File: src/rtl/traffic_monitor.sv
// traffic_monitor: watches a four-way light controller for illegal codes, bad sequencing and dwell errors.
// Optional macro TRAFFIC_MON_DWELL_CHK_EN adds green/yellow dwell checking (fault codes 5 and 6).
module traffic_monitor #(
   parameter int GREEN_CYC  = 8,
   parameter int YELLOW_CYC = 4
) (
   input  logic       clk,
   input  logic       rst,
   input  logic [2:0] North_lig,
   input  logic [2:0] South_lig,
   input  logic [2:0] East_lig,
   input  logic [2:0] West_lig,
   input  logic       clr_fault,
   output logic       fault,
   output logic [2:0] fault_code,
   output logic       phase_valid,
   output logic [2:0] active_phase,
   output logic [7:0] rot_cnt,
   output logic [1:0] state_dbg_o
);

   typedef enum logic [1:0] {SYNC = 2'd0, TRACK = 2'd1, FAULT = 2'd2} state_e;

   localparam logic [2:0] C_GREEN  = 3'b001;
   localparam logic [2:0] C_YELLOW = 3'b010;
   localparam logic [2:0] C_RED    = 3'b100;

   state_e          state_q;
   logic [3:0][2:0] snap_q;
   logic            fault_q;
   logic [2:0]      code_q;
   logic            valid_q;
   logic [2:0]      phase_q;
   logic [7:0]      rot_q;

   logic            bad_code;
   logic [2:0]      nonred_cnt;
   logic [2:0]      snap_phase;
   logic [2:0]      next_phase;
   logic            legal;
   logic            phase_chg;
   logic [2:0]      err_code;
   logic            overrun;
   logic            underrun;
   logic [2:0]      dwell_code;

   // Clearing the snapshot to all-zero codes makes the first check after reset see an illegal
   // snapshot, which SYNC ignores, so locking happens on the first snapshot taken out of reset.
   always_ff @(posedge clk) begin
      if (!rst) snap_q <= '0;
      else      snap_q <= {West_lig, East_lig, South_lig, North_lig};
   end

   always_comb begin
      bad_code   = 1'b0;
      nonred_cnt = '0;
      snap_phase = '0;
      for (int i = 0; i < 4; i++) begin
         if (snap_q[i] != C_GREEN && snap_q[i] != C_YELLOW && snap_q[i] != C_RED) bad_code = 1'b1;
         if (snap_q[i] == C_GREEN || snap_q[i] == C_YELLOW) begin
            nonred_cnt = nonred_cnt + 3'd1;
            snap_phase = {i[1:0], snap_q[i] == C_YELLOW};
         end
      end
      legal      = !bad_code && (nonred_cnt == 3'd1);
      next_phase = phase_q + 3'd1;
      phase_chg  = legal && (snap_phase != phase_q);
   end

`ifdef TRAFFIC_MON_DWELL_CHK_EN
   localparam logic [3:0] G_LIM = 4'(GREEN_CYC);
   localparam logic [3:0] Y_LIM = 4'(YELLOW_CYC);

   logic [3:0] dwell_q;
   logic       first_q;
   logic [3:0] dwell_lim;

   // dwell_q counts snapshots of the current phase including the one that started it.
   always_comb begin
      dwell_lim  = phase_q[0] ? Y_LIM : G_LIM;
      dwell_code = phase_q[0] ? 3'd6 : 3'd5;
      overrun    = legal && !phase_chg && (dwell_q >= dwell_lim);
      underrun   = phase_chg && !first_q && (dwell_q < dwell_lim);
   end

   always_ff @(posedge clk) begin
      if (!rst) begin
         dwell_q <= '0;
         first_q <= 1'b0;
      end else if (state_q == SYNC && legal) begin
         dwell_q <= 4'd1;
         first_q <= 1'b1;
      end else if (state_q == TRACK && err_code == 3'd0) begin
         if (phase_chg) begin
            dwell_q <= 4'd1;
            first_q <= 1'b0;
         end else if (dwell_q != 4'd15) begin
            dwell_q <= dwell_q + 4'd1;
         end
      end
   end
`else
   assign overrun    = 1'b0;
   assign underrun   = 1'b0;
   assign dwell_code = 3'd0;
`endif

   // Lowest code wins when several errors coincide.
   always_comb begin
      err_code = 3'd0;
      if (bad_code)                                    err_code = 3'd1;
      else if (nonred_cnt >= 3'd2)                     err_code = 3'd2;
      else if (nonred_cnt == 3'd0)                     err_code = 3'd3;
      else if (phase_chg && snap_phase != next_phase)  err_code = 3'd4;
      else if (overrun || underrun)                    err_code = dwell_code;
   end

   always_ff @(posedge clk) begin
      if (!rst) begin
         state_q <= SYNC;
         fault_q <= 1'b0;
         code_q  <= '0;
         valid_q <= 1'b0;
         phase_q <= '0;
         rot_q   <= '0;
      end else begin
         case (state_q)
            SYNC: begin
               if (legal) begin
                  state_q <= TRACK;
                  valid_q <= 1'b1;
                  phase_q <= snap_phase;
               end
            end
            TRACK: begin
               if (err_code != 3'd0) begin
                  state_q <= FAULT;
                  fault_q <= 1'b1;
                  code_q  <= err_code;
                  valid_q <= 1'b0;
               end else if (phase_chg) begin
                  phase_q <= snap_phase;
                  if (phase_q == 3'd7) rot_q <= rot_q + 8'd1;
               end
            end
            FAULT: begin
               if (clr_fault) begin
                  state_q <= SYNC;
                  fault_q <= 1'b0;
                  code_q  <= '0;
               end
            end
            default: state_q <= SYNC;
         endcase
      end
   end

   assign fault        = fault_q;
   assign fault_code   = code_q;
   assign phase_valid  = valid_q;
   assign active_phase = phase_q;
   assign rot_cnt      = rot_q;
   assign state_dbg_o  = state_q;

endmodule
File: config.mk
export PLATFORM = sky130hd
export DESIGN_NAME = traffic_monitor
export DESIGN_NICKNAME = d
export VERILOG_FILES = /design/src/rtl/traffic_monitor.sv
export SDC_FILE = /design/constraint.sdc
export NUM_CORES = 1
export LEC_CHECK = 0
export CORE_MARGIN = 2
export CORE_UTILIZATION = 56
export DETAILED_ROUTE_END_ITERATION = 8
export PLACE_DENSITY = 0.82
export SYNTH_ARGS = -nofsm -noshare
export SYNTH_HDL_FRONTEND = slang
export SYNTH_SLANG_ARGS = --single-unit
File: constraint.sdc
create_clock -name clk -period 7.3 [get_ports clk]
set_clock_uncertainty 0.15 [all_clocks]
set_input_delay 1.825 -clock clk [delete_from_list [all_inputs] [get_ports clk]]
set_output_delay 1.825 -clock clk [all_outputs]
set_load 0.01 [all_outputs]
==> out/qor.csv, run 1 <==
metric,value,unit
DPL Wire Length,2920,microns
Mapped Area,1760,sq um
largest net degree at the start of global routing,35,
Antenna Cells,0,
CP max stage delay,1.13,ns
DP Worst Slack,3.20,ns
CTS tree,built,
Mean Syn Cell Area,8.59,sq um
Leak,0.812,nW
cts repair resizes,0,
Peak VDD IR,0.0898,mV
clock root cell,clkbuf_4,
Iteration-0 DRC Markers,123,
Total Wirelength,3880,microns
"Net Count, Synth",227,
synthesis-stage register bit count,30,
Crit Path Category,in -> reg,
Core ar.,3030,sq um
die extent in x,60.1,microns
relative slew slack,0.323,
initial core utilization,0.581,
Port Buffers,32,
setup ws final,3.57,ns
MaxCap Viol Count,0,
CTS Buf Count,5,
critical path's slowest cell,clkdlybuf4s50_1,
fraction of layout cells with a size suffix above 1,0.0714,
worst hold start,fault,
"EDFF count, synth",0,
CP Cell Sequence,clkdlybuf4s50_1 -> inv_1 -> or3_1 -> mux2i_1,
RSZ-0062 raised after global routing,no,
crit path DAT,3.86,ns
# DRC,0,
Critical R2R Launch,snap_q[3],
WP buf/inv,2,
GPL Wtd Cong,0.822,
min Tclk post-route,3.73,ns
Initial DRT Pass Iterations,5,
crit-path leading delay family,buffers and inverters,
Hold Crit Class,reg -> reg,
worst skew pair latency,0.34,ns
hold_buf cts,0,
Final Slew Violations,0,
Required @ worst endpoint,7.43,ns
Die Footprint,3610,sq um
Row Count,20,
power per cell area,164,nW/um^2
Synth cell types,51,
global route hottest layer,met2,
Fmax achieved,268,MHz
Via Count,1647,
initial antenna violation count,0,
Post CTS Setup Buffer Count,0,
Tightest Pin Transition,1.01,ns
critical path capture point type,register,
post-synthesis sequential area ratio,0.341,
Clock transition at path regs,0.10,ns
Synth Instances,205,
final hold vios,0,
Layout area overhead,23.0,%
crit start category,input port,
Post-DRT Antenna Nets,0,
num ports,33,
total clock sinks,30,
Crit Path Max Fanout,34,
grt total ovfl,0,
die extent in y,60.1,microns
met2 GRT Util,0.390,
GRT Total Usage,0.241,
status,completed,
Vias/cell,5.84,
GR Util met3,0.0628,
setup TNS,0,ns
Nets,259,
Most used DFF post-synth,dfxtp_1,
met1 usage,0.300,
# fillers,243,
routed wire length per instance,13.8,microns
asr flop ratio synth,0,
crit share post-route,0.512,
clock buffer depth,2,
crit path from,rst,
final setup fails,0,
first-pass GRT wire length,6540,microns
Ys Warns,0,
vias in the first global route,1538,
# H-tree levels,2,
==> power by group <==
group          leakage, nW  internal, mW  switching, mW  total, mW
Sequential           0.245         0.168        0.00639      0.174
Combinational        0.532        0.0346         0.0392     0.0738
Clock               0.0353        0.0466         0.0613      0.108
==> kinds of logic after synthesis <==
kind of cell,after synthesis,share of synthesized area
fa+ha+maj,7,0.0497
simple gates,82,0.249
buf+inv,18,0.0405
compound gates,51,0.226
mux,6,0.0341
flops,30,0.341
xor+xnor,11,0.0590
==> state kept, by name (all words and copies together) (netlist names) <==
register / count
rot_cnt: 8
phase_valid: 1
fault_code: 3
active_phase: 3
snap_q: 12
fault: 1
state_dbg_o: 2
==> layout by cell type, fill, tap and decap left out, types with 3 or more instances in the layout <==
cell / synthesis / routed
a21oi_1: 9 / 9
and2_1: 13 / 13
clkbuf_4: 0 / 5
clkdlybuf4s50_1: 0 / 32
dfxtp_1: 30 / 30
ha_1: 7 / 7
inv_1: 11 / 11
mux2i_1: 6 / 6
nand2_1: 17 / 17
nand2b_1: 8 / 8
nand3_1: 11 / 11
nor2_1: 17 / 17
o21ai_0: 7 / 7
o31ai_1: 6 / 6
o41ai_1: 3 / 3
xnor2_1: 5 / 5
xor2_1: 5 / 5
==> metal layers <==
metal	vias up	part of all wire
met4	0	0.018
met2	44	0.49
li1	806	-
met5	-	0
met1	789	0.45
met3	8	0.046
==> Yosys cell counts, types with 2 or more instances <==
| cell | n | area (sq um) |
|---|---|---|
| o31ai_1 | 6 | 45.0 |
| o311ai_1 | 2 | 17.5 |
| dfxtp_1 | 30 | 601 |
| clkbuf_1 | 4 | 15.0 |
| nor3b_1 | 2 | 15.0 |
| o211ai_1 | 2 | 15.0 |
| buf_2 | 3 | 15.0 |
| a211oi_1 | 2 | 15.0 |
| or3_1 | 2 | 12.5 |
| nand3_1 | 11 | 55.1 |
| nor4_2 | 2 | 25.0 |
| o21ai_0 | 7 | 35.0 |
| or4_1 | 2 | 15.0 |
| and2_1 | 13 | 81.3 |
| mux2i_1 | 6 | 60.1 |
| xor2_1 | 5 | 43.8 |
| xnor2_1 | 5 | 43.8 |
| ha_1 | 7 | 87.6 |
| inv_1 | 11 | 41.3 |
| a21o_1 | 2 | 15.0 |
| a21oi_1 | 9 | 45.0 |
| nand2b_1 | 8 | 50.1 |
| nand2_1 | 17 | 63.8 |
| nor2_1 | 17 | 63.8 |
| o41ai_1 | 3 | 26.3 |
| a22oi_1 | 2 | 15.0 |
==> per-stage QoR <==
| step | total power, mW | hold slack [ns] | instances | utilization | cell area, sq um |
|---|---|---|---|---|---|
| 3_3_place_gp | 0.247 | 0.301 | 274 | 0.695 | 2110 |
| 3_5_place_dp | 0.251 | 0.303 | 274 | 0.695 | 2110 |
| 2_1_floorplan | 0.230 | 0.331 | 205 | - | 1760 |
| 5_1_grt | 0.373 | 0.353 | 282 | 0.715 | 2170 |
| 4_1_cts | 0.357 | 0.317 | 282 | 0.715 | 2170 |
| 6_report | 0.356 | 0.313 | 282 | 0.715 | 2170 |
==> worst reg2reg max path: stages (launching register included) <==
cell      delay [ns]
dfxtp_1         0.41
xnor2_1         0.16
or2_1           0.26
inv_1           0.10
ha_1            0.34
xnor2_1         0.26
inv_1           0.08
ha_1            0.32
nor2_1          0.11
a32o_1          0.25
nand2_1         0.35
a211oi_2        0.53
mux2i_1         0.25
==> area by class of cell <==
class / count / area [sq um] / area share
inverter: 11 / 41.3 / 0.0191
clock buffer: 7 / 55.1 / 0.0254
clock inverter: 1 / 5.00 / 0.00231
timing repair buffer: 32 / 320 / 0.148
tap: 44 / 55.1 / 0.0254
multi-input combinational: 157 / 1090 / 0.503
sequential: 30 / 601 / 0.277
==> path summary, 6_finish.rpt <==
kind                            slack (ns)               to  depth (start not counted)
worst min-delay path                  0.31            fault                          2
worst max-delay path                  3.57  active_phase[0]                          4
worst max register to register        3.67  active_phase[1]                         12
worst min register to register        0.31            fault                          2
No activity file was read; power rests on OpenSTA's default activity.
==> inputs of run 2 (changes only) <==
--- a/config.mk
+++ b/config.mk
@@ -6,9 +6,9 @@
 export NUM_CORES = 1
 export LEC_CHECK = 0
 export CORE_MARGIN = 2
-export CORE_UTILIZATION = 56
+export CORE_UTILIZATION = 47
 export DETAILED_ROUTE_END_ITERATION = 8
-export PLACE_DENSITY = 0.82
+export PLACE_DENSITY = 0.73
 export SYNTH_ARGS = -nofsm -noshare
 export SYNTH_HDL_FRONTEND = slang
 export SYNTH_SLANG_ARGS = --single-unit
==> constraint.sdc (replaced) <==
create_clock -name clk -period 3 [get_ports clk]
set_clock_uncertainty 0.15 [all_clocks]
set_input_delay 0.75 -clock clk [delete_from_list [all_inputs] [get_ports clk]]
set_output_delay 0.75 -clock clk [all_outputs]
set_load 0.01 [all_outputs]
==> run 2 against run 1 <==
Global-route usage shrank 4.5 points. Final area grew 9.4%. Sequential cell count is the same. Sequential power grew 140%. Combinational power grew to 2.9 times the previous value. Cell count grew 6.4%. Clock power grew to 2.9 times the previous value. Core utilization shrank 6.3 points. Routed wire length shrank 4.4%. Critical endpoint is now fault_code[0]. Largest cell class unchanged.
==> out/qor.csv, run 2 (synthesis results as in run 1) <==
metric,value,unit,change
status,completed,,
initial core utilization,0.485,,-0.0969
critical path capture point type,register,,
worst skew pair latency,0.28,ns,-0.06 ns
total clock sinks,30,,unchanged
CTS tree,built,,
Top reg by flops,snap_q,,
logic gate share of total power,0.223,,+0.016
setup ws final,0.0846,ns,-3.48 ns
Nets,275,,+6.2%
final setup fails,0,,unchanged
Tightest Pin Transition,0.420,ns,-0.594 ns
Via Count,1592,,-3.3%
register share of total power,0.445,,-0.045
Inst Count DP,293,,+6.9%
# H-tree levels,2,,unchanged
clock buffer depth,2,,unchanged
grt total ovfl,0,,unchanged
Total Wirelength,3710,microns,-4.4%
initial antenna violation count,0,,unchanged
Crit Path Category,reg -> reg,,
Net Sw Frac,0.268,,-0.0322
Tot Pwr,0.948,mW,+170%
routed wire length per instance,12.4,microns,-10%
vias in the first global route,1449,,-5.8%
most frequent cells in the layout,"32 x clkdlybuf4s50_1, 30 x dfxtp_1, 17 x nor2_1",,
GRT Total Usage,0.195,,-0.0454
Cell Int Power,0.694,mW,+180%
Leak,0.928,nW,+14%
Clk pwr share,0.332,,+0.029
die extent in x,65.2,microns,+8.5%
Crit Path Max Fanout,4,,-88%
crit path DAT,2.93,ns,-0.93 ns
# fillers,331,,+36%
Vias/cell,5.31,,-9.1%
first-pass GRT wire length,6480,microns,-0.95%
relative slew slack,0.717,,+0.394
Final Slew Violations,0,,unchanged
hold_buf cts,0,,unchanged
num ports,33,,unchanged
CTS Buf Count,5,,unchanged
MaxCap Viol Count,0,,unchanged
clock root cell,clkbuf_8,,
crit share post-route,0.972,,
DP Worst Slack,0.0178,ns,-3.18 ns
Post-DRT Antenna Nets,0,,unchanged
Layout area overhead,34.5,%,
power per cell area,400,nW/um^2,+140%
Iteration-0 DRC Markers,120,,-2.4%
Peak VDD IR,0.360,mV,+300%
Required @ worst endpoint,3.01,ns,-4.42 ns
crit start category,register,,
final hold vios,0,,unchanged
"commonest non-fill, non-tap cell in the layout",clkdlybuf4s50_1,,
DPL Wire Length,2790,microns,-4.5%
GPL Wtd Cong,0.904,,+10%
worst hold margin,0.304,ns,-0.00844 ns
fraction of layout cells with a size suffix above 1,0.159,,+0.0873
Antenna Cells,0,,unchanged
max FFs per register,12,,unchanged
Port Buffers,32,,unchanged
largest net degree at the start of global routing,19,,-46%
P_sw,0.254,mW,+140%
Fmax achieved,343,MHz,
Core ar.,3630,sq um,+20%
Initial DRT Pass Iterations,4,,-1
Die Footprint,4250,sq um,+18%
Non-Filler Instances,300,,+6.4%
min Tclk post-route,2.92,ns,
Row Count,22,,+10%
Hold Crit Class,reg -> reg,,
die extent in y,65.2,microns,+8.5%
Clock transition at path regs,0.06,ns,-0.04 ns
# DRC,0,,unchanged
==> run 2: power by group through the flow <==
stage	combinational, mW	clock [mW]	sequential [mW]
2_1_floorplan	0.135	0	0.429
3_3_place_gp	0.194	0	0.430
3_5_place_dp	0.196	0	0.430
4_1_cts	0.197	0.328	0.421
5_1_grt	0.232	0.348	0.423
6_report	0.212	0.314	0.422
==> run 2: through the flow <==
step                cell area [sq um]  TNS, ns  utilization
floorplan                        1770        0            -
global placement                 2230        0        0.614
detailed placement               2230        0        0.614
CTS                              2310        0        0.637
global route                     2370   -0.200        0.652
finish                           2370        0        0.652
==> run 2: layout make-up <==
cell class                      instances  area, sq um  share of cell area
Clock buffer                            6         82.6              0.0349
Timing Repair Buffer                   48          440               0.186
Inverter                               11         41.3              0.0174
Sequential cell                        30          601               0.254
Tap cell                               48         60.1              0.0254
Multi-Input combinational cell        157         1140               0.483
==> run 2: what timing repair did <==
action | 4_1_cts | 5_1_grt
setup endpoints to repair | 0 | 15
buffers inserted | 0 | 1
resized for setup | 0 | 8
==> run 2: worst paths after layout <==
kind              cells after the start  slack, ns  startpoint            end
hold reg to reg                       2       0.30       fault          fault
hold / removal                        2       0.30       fault          fault
setup / recovery                     13       0.08   snap_q[3]  fault_code[0]
setup reg to reg                     13       0.08   snap_q[3]  fault_code[0]
==> run 2: critical path, cell delays in order (launching register included) <==
cell and delay [ns]:
dfxtp_1 0.33, xnor2_2 0.14, or2_1 0.22, inv_1 0.12
ha_4 0.23, xnor2_2 0.17, inv_1 0.08, ha_1 0.23
xnor2_1 0.14, a32o_2 0.29, buf_4 0.14, and2_1 0.16
o211a_2 0.28, mux2i_1 0.12
==> run 2: layer usage <==
| layer | GRT usage | wire, microns |
|---|---|---|
| met5 | 0 | 0 |
| met4 | 0.0469 | 37 |
| met3 | 0.0616 | 162 |
| met2 | 0.301 | 1660 |
| met1 | 0.265 | 1850 |
==> edit, RTL diff (config.mk and constraints of run 2) <==
The option `TRAFFIC_MON_DWELL_CHK_EN` is turned on by a define.
--- a/src/rtl/traffic_monitor.sv
+++ b/src/rtl/traffic_monitor.sv
@@ -1,4 +1,6 @@
 // traffic_monitor: watches a four-way light controller for illegal codes, bad sequencing and dwell errors.
 // Optional macro TRAFFIC_MON_DWELL_CHK_EN adds green/yellow dwell checking (fault codes 5 and 6).
+`define TRAFFIC_MON_DWELL_CHK_EN
+
 module traffic_monitor #(
    parameter int GREEN_CYC  = 8,
Check against the original RTL: not equivalent (Yosys sat finds a counterexample within 10 cycles, from zero or initial values and one cycle with rst low).
==> edit against run 2 <==
The run now ends with negative setup slack left; final area is 27% higher; synthesized cell count grew 25%; sequential cell count grew 5; setup slack worse by 0.17 ns; clock power up 20%; synthesized area increased by 27%; via count up 28%; total power up 21%; fmax down 5.4%; routed wire length increased by 35%.
==> edit: results (changes against run 2) <==
* Synth top area cells: dfxtp_1, ha_1, mux2i_1
* Fin Hold WS at 0.311 ns (+0.00675 ns)
* Register area share after synthesis at 31.3% (-2.8 points)
* First-pass GRT wire length at 8670 um (+34%)
* Total CTS buffers at 5 (unchanged)
* Leading cell types by count after synthesis: dfxtp_1, nor2_1, nand2_1
* Wirelength per Cell at 13.5 um (+9.4%)
* Worst-Skew Late Latency at just under 0.3 ns
* Setup TNS at -0.547 ns (-0.547 ns)
* Synthesized net count at 281 (+24%)
* Largest Register: snap_q
* Final GP Congestion at 0.850 (-6.0%)
* Max clock buf depth at 2 (unchanged)
* Final nets at 340 (+24%)
* Synthesis warning total at 0 (unchanged)
* Port Buffers at 32 (unchanged)
* Peak supply drop at 0.297 mV (-17%)
* Via count at 2,030 (+28%)
* Hold Path Class: flip-flop to flip-flop
* Via density at 5.49 (+3.4%)
* Final setup viols at 14 (+14)
* Failing checks: negative setup slack
* Total Routing Usage GR at 20.6% (+1.1 points)
* Placed Cells at 359 (+23%)
* Cells after Synth at 256 (+25%)
* CTS Root Cell: clkbuf_8
* Largest net degree at the start of global routing at 27 (+8)
* DR pass1 iterations at 4 (unchanged)
* Async S/R FF share, synth at 0% (unchanged)
* Vias in the first global route at 1,864 (+29%)
* Distinct cell type count after synthesis at 61 (+20%)
* Outcome: finished with violations
* Residual DRC at 0 (unchanged)
* H-tree depth at 2 (unchanged)
* Clk slew on worst S/H paths at roughly 0.07 ns
* CP Max Fanout at 7 (+3)
* Final setup margin at -0.0822 ns (-0.167 ns)
* Leak Pwr at 0.00121 uW (+31%)
* Worst rel slew slack at 57.1% (-15 points)
* Max reg flops at 12 (unchanged)
* Share of cells above drive strength 1 at 21.8% (+6.0 points)
* Inserted Diodes at 0 (unchanged)
* Reg-to-reg setup timing slack at -0.08 ns (-0.17 ns)
* Iter 0 DRT Violations at 114 (-5.0%)
* Initial antenna violation count at 0 (unchanged)
* HPWL Detailed at 3790 um (+36%)
edit: cell count changes after synthesis, moves of 3 or more:
cell,run 2,this run
nand3_1,11,8
nand4_1,1,6
nor3_1,1,4
nor2b_1,0,3
o31ai_1,6,1
nor2_1,17,20
ha_1,7,10
or3_1,2,6
o21ai_0,7,15
dfxtp_1,30,35
mux2i_1,6,10
edit: what timing repair did:
action                     CTS  global route
setup endpoints to repair   19            22
setup buffers                2             2
gates resized for setup     12             7
pin swaps                    4             6
hold buffers                 0             0
edit: metrics by stage:
| step | instance area [sq um] | setup WS [ns] |
|---|---|---|
| detailed placement | 2810 | -0.110 |
| global route | 3000 | -0.247 |
| CTS | 2970 | -0.0566 |
| floorplan | 2290 | -0.0935 |
| finish | 3000 | -0.0822 |
| global placement | 2810 | -0.0364 |
edit: worst max-delay path: stages (launching register included):
cell       delay (ns)
dfxtp_2          0.34
xnor2_2          0.14
or2_4            0.25
ha_4             0.28
xnor2_2          0.11
ha_2             0.23
xnor2_2          0.11
nand4_1          0.11
a211oi_2         0.30
o21ai_4          0.14
a2111oi_4        0.28
buf_4            0.19
a31o_4           0.11
and4b_1          0.19
nor3_1           0.05
edit: power by group:
part | internal (uW) | total [uW] | switching, uW
Clock | 209 | 376 | 167
Sequential | 477 | 488 | 11.6
Combinational | 141 | 283 | 142
edit: per-layer routing:
| metal | vias up | part of all wire [%] | GRT usage, % |
|---|---|---|---|
| li1 | 1046 | - | - |
| met1 | 936 | 50 | 29.4 |
| met2 | 43 | 44 | 31.7 |
| met3 | 5 | 4.5 | 3.73 |
| met4 | 0 | 1.1 | 6.17 |
| met5 | - | 0 | 0 |
edit: worst paths after layout:
path	startpoint	end	cells past startpoint
worst max-delay path	snap_q[4]$_SDFF_PN0_	dwell_q[2]$_SDFFE_PP0P_	14
worst min register to register	fault$_SDFFE_PN0P_	fault$_SDFFE_PN0P_	2
worst min-delay path	fault$_SDFFE_PN0P_	fault$_SDFFE_PN0P_	2
worst max register to register	snap_q[4]$_SDFF_PN0_	dwell_q[2]$_SDFFE_PP0P_	14
edit: logic make-up after synthesis:
kind of cell    after synthesis  share of synthesized area [%]
xor+xnor                     13                           5.43
buf+inv                      20                           4.19
compound gates               59                           21.5
flops                        35                           31.3
simple gates                109                           27.5
mux                          10                           4.47
fa+ha+maj                    10                           5.59
edit: cell type report:
class                           instances  area [sq um]
Inverter                               11          41.3
Clock buffer                            8           100
Timing Repair Buffer                   61           542
Sequential cell                        35           706
Fill cell                             383          1660
Tap cell                               54          67.6
Multi-Input combinational cell        201          1540
